**src/rtl/pipe_exe_muldiv.sv**
```systemverilog
// Iterative multiply/divide unit for the EX stage.
// One shift-add (multiply) or restoring subtract-shift (divide) step per RUN
// cycle on 32-bit magnitudes; signs are restored in FIX and the result is
// published to hi/lo on the FIX->DONE edge.
//
// Handshake: estart is a one-cycle request that is only sampled in IDLE.
// busy is high while an operation occupies RUN or FIX, which stalls the
// requester. done pulses for exactly one cycle (DONE) when hi/lo change.
// eflush squashes any operation at the next edge and is stronger than estart.
module pipe_exe_muldiv (
  input  logic        clock,
  input  logic        resetn,
  input  logic        estart,
  input  logic [1:0]  eop,
  input  logic [31:0] ea,
  input  logic [31:0] eb,
  input  logic        eflush,
  output logic        busy,
  output logic        done,
  output logic [31:0] hi,
  output logic [31:0] lo,
  output logic        dbz,
  output logic [1:0]  dbg_state_o
);

  typedef enum logic [1:0] {
    S_IDLE = 2'd0,
    S_RUN  = 2'd1,
    S_FIX  = 2'd2,
    S_DONE = 2'd3
  } state_t;

  state_t      state_q, state_d;
  logic [4:0]  cnt_q;
  logic [1:0]  op_q;
  logic        sa_q, sb_q, dz_q;
  logic [32:0] acc_q;   // product high half / partial remainder
  logic [31:0] q_q;     // multiplier (shifted out) / dividend -> quotient
  logic [31:0] b_q;     // multiplicand / divisor magnitude
  logic [31:0] hi_q, lo_q;
  logic        dbz_q;

  // Operand conditioning at start: magnitudes only for signed operations.
  logic        a_neg, b_neg, start_dz;
  logic [31:0] a_mag, b_mag;
  assign a_neg    = eop[0] & ea[31];
  assign b_neg    = eop[0] & eb[31];
  assign a_mag    = a_neg ? (32'd0 - ea) : ea;
  assign b_mag    = b_neg ? (32'd0 - eb) : eb;
  assign start_dz = eop[1] && (eb == 32'd0);

  // One iteration of either algorithm, selected later by op_q[1].
  logic [32:0] mul_sum;
  logic [32:0] div_sh;
  logic        div_ge;
  assign mul_sum = acc_q + (q_q[0] ? {1'b0, b_q} : 33'd0);
  assign div_sh  = {acc_q[31:0], q_q[31]};
  assign div_ge  = div_sh >= {1'b0, b_q};

  // Sign correction applied to the raw magnitude result in FIX.
  logic [63:0] prod, fix_res;
  logic [31:0] quo, rem;
  always_comb begin
    prod    = {acc_q[31:0], q_q};
    quo     = q_q;
    rem     = acc_q[31:0];
    fix_res = prod;
    if (dz_q) begin
      fix_res = {acc_q[31:0], q_q};
    end else if (op_q[1]) begin
      if (op_q[0] && (sa_q ^ sb_q)) quo = 32'd0 - q_q;
      if (op_q[0] && sa_q)          rem = 32'd0 - acc_q[31:0];
      fix_res = {rem, quo};
    end else if (op_q[0] && (sa_q ^ sb_q)) begin
      fix_res = 64'd0 - prod;
    end
  end

  // Next-state logic; eflush overrides every transition.
  always_comb begin
    state_d = state_q;
    case (state_q)
      S_IDLE: if (estart) state_d = start_dz ? S_FIX : S_RUN;
      S_RUN:  if (cnt_q == 5'd0) state_d = S_FIX;
      S_FIX:  state_d = S_DONE;
      S_DONE: state_d = S_IDLE;
      default: state_d = S_IDLE;
    endcase
    if (eflush) state_d = S_IDLE;
  end

  // State register.
  always_ff @(posedge clock) begin
    if (!resetn) state_q <= S_IDLE;
    else         state_q <= state_d;
  end

  // Datapath: latch operands, iterate, publish the corrected result.
  always_ff @(posedge clock) begin
    if (!resetn) begin
      cnt_q <= 5'd0;
      op_q  <= 2'd0;
      sa_q  <= 1'b0;
      sb_q  <= 1'b0;
      dz_q  <= 1'b0;
      acc_q <= 33'd0;
      q_q   <= 32'd0;
      b_q   <= 32'd0;
      hi_q  <= 32'd0;
      lo_q  <= 32'd0;
      dbz_q <= 1'b0;
    end else if (!eflush) begin
      case (state_q)
        S_IDLE: begin
          if (estart) begin
            op_q  <= eop;
            sa_q  <= a_neg;
            sb_q  <= b_neg;
            dz_q  <= start_dz;
            cnt_q <= 5'd31;
            dbz_q <= 1'b0;
            if (start_dz) begin
              acc_q <= {1'b0, ea};
              q_q   <= 32'hFFFF_FFFF;
              b_q   <= 32'd0;
            end else if (eop[1]) begin
              acc_q <= 33'd0;
              q_q   <= a_mag;
              b_q   <= b_mag;
            end else begin
              acc_q <= 33'd0;
              q_q   <= b_mag;
              b_q   <= a_mag;
            end
          end
        end
        S_RUN: begin
          if (cnt_q != 5'd0) cnt_q <= cnt_q - 5'd1;
          if (op_q[1]) begin
            acc_q <= div_ge ? (div_sh - {1'b0, b_q}) : div_sh;
            q_q   <= {q_q[30:0], div_ge};
          end else begin
            acc_q <= {1'b0, mul_sum[32:1]};
            q_q   <= {mul_sum[0], q_q[31:1]};
          end
        end
        S_FIX: begin
          hi_q  <= fix_res[63:32];
          lo_q  <= fix_res[31:0];
          dbz_q <= dz_q;
        end
        default: ;
      endcase
    end
  end

  assign busy        = (state_q == S_RUN) || (state_q == S_FIX);
  assign done        = (state_q == S_DONE);
  assign hi          = hi_q;
  assign lo          = lo_q;
  assign dbz         = dbz_q;
  assign dbg_state_o = state_q;

endmodule

```
**config.mk**
```make
export PLATFORM = sky130hd
export DESIGN_NAME = pipe_exe_muldiv
export DESIGN_NICKNAME = d
export VERILOG_FILES = /design/src/rtl/pipe_exe_muldiv.sv
export SDC_FILE = /design/constraint.sdc
export NUM_CORES = 1
export LEC_CHECK = 0
export CORE_ASPECT_RATIO = 1.75
export CORE_MARGIN = 5
export CORE_UTILIZATION = 54
export DETAILED_ROUTE_END_ITERATION = 7
export GPL_TIMING_DRIVEN = 0
export PLACE_DENSITY_LB_ADDON = 0.1
export SKIP_LAST_GASP = 1
export SYNTH_ARGS = -nofsm -noshare
export SYNTH_HDL_FRONTEND = slang
export SYNTH_SLANG_ARGS = --single-unit
```
**constraint.sdc**
```tcl
create_clock -name clock -period 4.3 [get_ports clock]
set_input_delay 0.86 -clock clock [delete_from_list [all_inputs] [get_ports clock]]
set_output_delay 0.86 -clock clock [all_outputs]
set_load 0.02 [all_outputs]
```
==> run_results.csv, run 1 <==
group,metric,value,unit
run_status,violations,"setup timing",
run_status,status,"finished with violations",
routing,drt_iter0_markers,2148,
synth,syn_inst,2081,
layout,layout-drive-gt1-share,5.859,%
cts,clock_path_buffers,2,
floorplan,row_count,81,
placed_design,place_ws,-0.3660,ns
timing,timing.final.crit_share,102.2,%
cts,cts.sink_count,174,
cts,tritoncts.num_buffers,17,
synth,synth.distinct_cells,84,
synth,ys_seq_elements,174,
run,drv_cap,0,
layout,fin_area,17660,um^2
pwr,power_leakage,0.006445,uW
layout,final_cell_count_no_fill,2636,
placed_design,port_buffers,137,
pwr,power_density,336.5,nW/um^2
placed_design,placed_cell_area,16960,um^2
floorplan,die_h,231.4,um
synth,netlist_area,15120,um^2
routing,viasPerCell,6.670,
timing,hold_violations,0,
timing,layout_setup_ws,-0.09585,ns
critical_path,worst-path-stages,12,
synth,ys.flop_type,"dfxtp_1",
routing,drc,0,
cts,path_clk_slew,0.07,ns
synth,synth_edf_count,0,
synth,synthArstFlopShare,0,%
critical_path,critPathSlowestCell,"nor4_1",
critical_path,cp.arrival,4.72,ns
synth,synth_area_per_cell,7.267,um^2
critical_path,cp-end-kind,"register",
cts,clock_latency,0.47,ns
synth,synth_warnings,0,
placed_design,dp_hpwl,55.79,mm
cts,postCtsHoldBufs,0,
synth,ys_seq_area_share,23.03,%
global_routing,grt_pass1_vias,16850,
floorplan,io_pins,139,
critical_path,crit_family,"simple AND/OR/NAND/NOR gates",
layout,utilization,63.60,%
critical_path,crit_buf_inv,2,
timing,finalMaxSlewViolations,0,
worst_hold_path,hp-class,"register to register",
routing,detailroute.via_count,17580,
timing,worst_pin_slew,1.294,ns
floorplan,core,27770,um^2
layout,areaGrowthSynthToFinish,16.79,%
floorplan,start_util,54.46,%
floorplan,die_w,136.5,um
timing,fmax,0.2275,GHz
timing,finalSetupViolCount,2,
critical_path,rrSetupSlack,-0.1,ns
global_routing,overflow,0,
pwr,peakVddDrop,0.3139,mV
critical_path,critical_path_required,4.62,ns
routing,drt-pass1-iter-count,7,
placed_design,dp_cells,2591,
global_routing,grt_usage,44.24,%
timing,fin_crit,4.396,ns
timing,skew,0.01097,ns
worst_hold_path,hold_depth,2,
critical_path,slowest_delay,0.76,ns
critical_path,r2r_cells,12,
critical_path,setup.worst_path.class,"register to register",
floorplan,die-area,31580,um^2
pwr,power.total,5943,uW
synth,synth_nets,2227,
routing,wl,71.28,mm
timing,rsz0062_at_grt,"yes",
critical_path,critical_path.cell_chain,"ha_1 -> nand2_1 -> or4_1 -> nor4_1 -> a21oi_1 -> o41ai_4 -> buf_4 -> buf_6 -> mux2i_1 -> nand2_1 -> a32oi_1 -> a21oi_1",
global_routing,antenna_found_initial,14,
cts,cts_tree,"built",
cts,cts-root-buf,"clkbuf_16",
layout,n_fill_cell,2667,
placed_design,gp_congestion,1.092,
global_routing,grt_pass1_wl,103.8,mm
layout,nNetsFinal,2386,
critical_path,startpoint_type,"register",
cts,htree_levels,4,
routing,wire_per_inst,27.04,um
critical_path,critPathMaxFanout,10,
timing,slew_headroom,12.83,%
routing,ant_nets,0,
global_routing,grt_max_degree,19,
[cell usage after synthesis, drive strengths merged (19+ instances only)]
| master | instances | area, um^2 |
|---|---|---|
| nand2 | 205 | 772.0 |
| o21ai | 140 | 704.4 |
| a21o | 25 | 187.7 |
| mux2i | 65 | 650.6 |
| nor4 | 25 | 214.0 |
| ha | 74 | 925.9 |
| buf | 37 | 205.2 |
| o31ai | 26 | 195.2 |
| clkbuf | 108 | 405.4 |
| nand4 | 22 | 137.6 |
| inv | 71 | 266.5 |
| xnor2 | 99 | 867.1 |
| a31oi | 19 | 118.9 |
| nor2 | 262 | 1005 |
| nand3 | 47 | 252.8 |
| a211oi | 68 | 520.5 |
| or3 | 20 | 130.1 |
| dfxtp | 174 | 3483 |
| o211ai | 26 | 195.2 |
| a21oi | 241 | 1210 |
| xor2 | 77 | 674.4 |
| nor3 | 42 | 241.5 |
[repair_timing]
item,in CTS,in global routing
setup endpoints to repair,26,10
buffers inserted,2,1
gates cloned,0,0
endpoints found under the hold margin,0,0
gates resized for setup,2,12
pin swaps,2,4
[routing by layer]
layer  vias up  global-route usage (%)  wire [um]  share of wire (%)
met1      8113                   44.23      22860                 32
met4         6                   40.16       8195                 11
met2      1185                   72.72      33250                 47
met5         -                       0         39              0.055
met3       462                   12.86       6933                9.7
li1       7815                       -          -                  -
[cell families (layout without fill, tap and decap cells)]
family | Yosys count | after routing | share of synthesized area [%]
flip-flops | 174 | 174 | 23.03
multiplexers | 77 | 77 | 5.196
AND/OR/NAND/NOR | 699 | 699 | 21.72
XOR/XNOR | 176 | 176 | 10.19
other | 0 | 10 | 0
adder cells (fa/ha/maj) | 76 | 76 | 6.388
buffers and inverters | 216 | 388 | 5.800
AO/OA/AOI/OAI | 663 | 663 | 27.67
[state kept, by name (all words and copies together) (netlist names), 2 cells and up]
register / flops
acc_q: 33
b_q: 32
hi: 32
lo: 32
q_q: 32
cnt_q: 5
dbg_state_o: 2
op_q: 2
[final cells by class]
cell class | instances | area (um^2) | area share, %
well taps | 373 | 466.7 | 2.643
repair buffers | 140 | 1406 | 7.963
clock buffers | 17 | 425.4 | 2.409
plain buffers | 145 | 613.1 | 3.471
clock inverters | 15 | 167.7 | 0.9493
multi-input cells | 1691 | 10800 | 61.15
diodes | 10 | 25.02 | 0.1417
inverters | 71 | 266.5 | 1.509
flip-flops and latches | 174 | 3491 | 19.77
[power breakdown]
group,total [uW],leakage (uW),internal (uW),switching (uW)
logic,2420,0.00473,881,1540
registers,1890,0.00142,1710,181
clock network,1630,0.000291,830,802
[path summary, 6_finish.rpt]
path	to	startpoint
max	acc_q[8]	acc_q[2]
min	b_q[28]	b_q[28]
min reg2reg	b_q[28]	b_q[28]
max reg2reg	acc_q[8]	acc_q[2]
[cell usage in the layout, fill, tap and decap left out, types with 10 or more instances in the layout]
| cell | count |
|---|---|
| a311oi_1 | 10 |
| xor2_1 | 77 |
| nor4_1 | 20 |
| clkdlybuf4s50_1 | 137 |
| o21a_1 | 10 |
| a21o_1 | 25 |
| nand2b_1 | 16 |
| ha_1 | 74 |
| o21bai_1 | 16 |
| buf_2 | 21 |
| dfxtp_1 | 168 |
| clkbuf_16 | 17 |
| inv_1 | 69 |
| nand2_1 | 204 |
| a211oi_1 | 66 |
| xnor2_1 | 99 |
| nor3_1 | 37 |
| clkbuf_1 | 108 |
| diode_2 | 10 |
| nor2_1 | 259 |
| or3_1 | 19 |
| and2_1 | 16 |
| a221oi_1 | 10 |
| mux2i_1 | 65 |
| a21oi_1 | 240 |
| o41ai_1 | 10 |
| o211ai_1 | 26 |
| o31ai_1 | 25 |
| nand3_1 | 45 |
| mux2_2 | 12 |
| a31oi_1 | 19 |
| o21ai_0 | 131 |
| nand4_1 | 22 |
[worst reg2reg max path: stages, from the launching register on]
cell     delay (ns)
dfxtp_1        0.68
ha_1           0.30
nand2_1        0.26
or4_1          0.59
nor4_1         0.76
a21oi_1        0.24
o41ai_4        0.09
buf_4          0.22
buf_6          0.23
mux2i_1        0.41
nand2_1        0.10
a32oi_1        0.27
a21oi_1        0.09
[stage by stage]
step                        TNS, ns  hold slack [ns]
after floorplan                   0           0.4156
after global placement       -2.651           0.4316
after detailed placement     -2.339           0.4383
after CTS                 -0.003737           0.4510
after global routing       -0.03619           0.4786
final                       -0.1171           0.4529
(Power assumes the default switching activity.)
==> run 2, diff against run 1 <==
--- a/config.mk
+++ b/config.mk
@@ -5,8 +5,9 @@
 export SDC_FILE = /design/constraint.sdc
 export NUM_CORES = 1
 export LEC_CHECK = 0
+export CAP_MARGIN = 20
 export CORE_ASPECT_RATIO = 1.75
-export CORE_MARGIN = 5
+export CORE_MARGIN = 1
 export CORE_UTILIZATION = 54
 export DETAILED_ROUTE_END_ITERATION = 7
 export GPL_TIMING_DRIVEN = 0
==> run_results.csv, run 2 (synthesis gave the netlist of run 1 again) <==
group,metric,value,unit
layout,max_flop_register,"acc_q",
critical_path,slowest_delay,0.58,ns
layout,layout-drive-gt1-share,5.637,%
pwr,seqPwrFrac,31.7,%
run_status,violations,"DRC, setup timing",
cts,clock_path_buffers,2,
timing,layout_setup_ws,-0.02101,ns
run,drv_cap,0,
routing,drt-pass1-iter-count,8,
cts,cts-root-buf,"clkbuf_16",
placed_design,dp_hpwl,55.68,mm
layout,final_common_cell,"nor2_1",
floorplan,die_h,223.4,um
timing,fin_crit,4.321,ns
routing,ant_nets,0,
critical_path,critical_path_required,4.59,ns
critical_path,cp.arrival,4.61,ns
pwr,power_leakage,0.006459,uW
global_routing,grt_max_degree,17,
critical_path,crit_top_cell,"inv_1",
cts,tritoncts.num_buffers,17,
timing,rsz0062_at_grt,"yes",
routing,wire_per_inst,27.56,um
layout,n_fill_cell,2511,
layout,fin_area,17650,um^2
global_routing,grt_usage,51.07,%
floorplan,io_pins,139,
timing,timing.final.crit_share,100.5,%
pwr,combPwrFrac,39.9,%
timing,tns,-0.02101,ns
critical_path,critPathMaxFanout,10,
cts,cts.sink_count,174,
timing,finalMaxSlewViolations,0,
pwr,p_int,3520,uW
timing,slew_headroom,23.61,%
global_routing,grt_pass1_wl,107.2,mm
timing,hold_violations,0,
cts,htree_levels,4,
floorplan,die-area,28700,um^2
pwr,switchingPower,2433,uW
pwr,swShare,40.88,%
routing,drc,2,
critical_path,critPathSlowestCell,"a211oi_1",
routing,detailroute.via_count,17960,
floorplan,die_w,128.5,um
timing,skew,0.01622,ns
placed_design,gp_congestion,1.033,
cts,clock_latency,0.46,ns
global_routing,grt_pass1_vias,17380,
pwr,peakVddDrop,0.3892,mV
pwr,power_density,337.2,nW/um^2
routing,viasPerCell,6.839,
global_routing,overflow,0,
pwr,power.total,5953,uW
routing,drt_iter0_markers,2324,
layout,mostFrequentLayoutCells,"nor2_1, a21oi_1, nand2_1, dfxtp_1, clkdlybuf4s50_1",
global_routing,antenna_found_initial,5,
cts,path_clk_slew,0.08,ns
layout,largest_register_ff_count,33,
placed_design,port_buffers,137,
timing,fmax,0.2314,GHz
floorplan,start_util,55.14,%
floorplan,row_count,80,
placed_design,placed_cell_area,16960,um^2
critical_path,critical_path.cell_chain,"inv_1 -> buf_2 -> nor2_1 -> ha_1 -> clkbuf_1 -> nand4_1 -> inv_1 -> nand2_1 -> o21ai_0 -> a211oi_1 -> o31ai_4 -> and4_1 -> o41ai_1 -> a41oi_1",
run_status,status,"finished with violations",
critical_path,setup.worst_path.class,"register to register",
timing,worst_pin_slew,1.146,ns
layout,utilization,64.36,%
layout,areaGrowthSynthToFinish,16.73,%
timing,finalSetupViolCount,1,
worst_hold_path,hp-class,"register to register",
cts,cts_tree,"built",
floorplan,core,27430,um^2
layout,nNetsFinal,2387,
critical_path,startpoint_type,"register",
pwr,p_clk_share,28.4,%
routing,wl,72.37,mm
placed_design,place_ws,-0.4803,ns
critical_path,cp-end-kind,"register",
[run 2: changes by cell type in the layout (fill, tap and decap cells not counted), moves of 2 or more]
cell	before	now
inv_8	5	3
buf_4	4	6
dfxtp_2	6	1
bufinv_16	1	3
clkinv_2	1	3
diode_2	10	4
dfxtp_1	168	173
clkinv_4	2	0
[run 2: final cells by class]
class | instances | area (um^2) | share of cell area, %
flip-flops and latches | 174 | 3485 | 19.74
multi-input cells | 1691 | 10800 | 61.19
clock buffers | 18 | 439.2 | 2.488
plain buffers | 145 | 614.3 | 3.480
diodes | 4 | 10.01 | 0.05671
inverters | 71 | 266.5 | 1.510
clock inverters | 13 | 173.9 | 0.9853
well taps | 369 | 461.7 | 2.616
repair buffers | 141 | 1401 | 7.939
[run 2: timing repair]
item	in CTS	in global routing
pin swaps	0	5
resized for setup	6	3
hold buffers	0	0
setup buffers	0	4
endpoints found under the setup margin	6	12
[run 2: power by group through the flow]
| stage | sequential (uW) | clock (uW) | combinational (uW) |
|---|---|---|---|
| floorplan | 1850 | 0 | 1500 |
| global placement | 1890 | 0 | 2200 |
| detailed placement | 1900 | 0 | 2220 |
| CTS | 1860 | 1670 | 2230 |
| global route | 1890 | 1730 | 2500 |
| finish | 1890 | 1690 | 2370 |
[run 2: per-stage QoR]
step	instances	hold slack, ns
after global routing	2624	0.4756
after CTS	2618	0.4516
after floorplan	2081	0.4156
final	2626	0.4572
after global placement	2587	0.4301
after detailed placement	2587	0.4369
[run 2: final timing paths]
path	endpoint	slack, ns	cells past startpoint	startpoint
hold reg to reg	b_q[28]	0.46	2	b_q[28]
setup / recovery	acc_q[28]	-0.02	14	q_q[0]
hold / removal	b_q[28]	0.46	2	b_q[28]
setup reg to reg	acc_q[28]	-0.02	14	q_q[0]
[run 2: metal layers]
layer	vias up	track usage, %	routed length, um
li1	7806	-	-
met1	8167	50.39	22660
met2	1399	78.57	31970
met3	584	19.42	8279
met4	2	53.89	9444
met5	-	0	12
[run 2: worst max-delay path: cells and delay by family, from the launching register on]
kind	cells	cell delay, ns
adders and majority gates	1	0.27
buffers and inverters	4	0.92
and+or+nand+nor	4	0.82
DFF	1	0.38
AOI/OAI and AO/OA	5	1.75
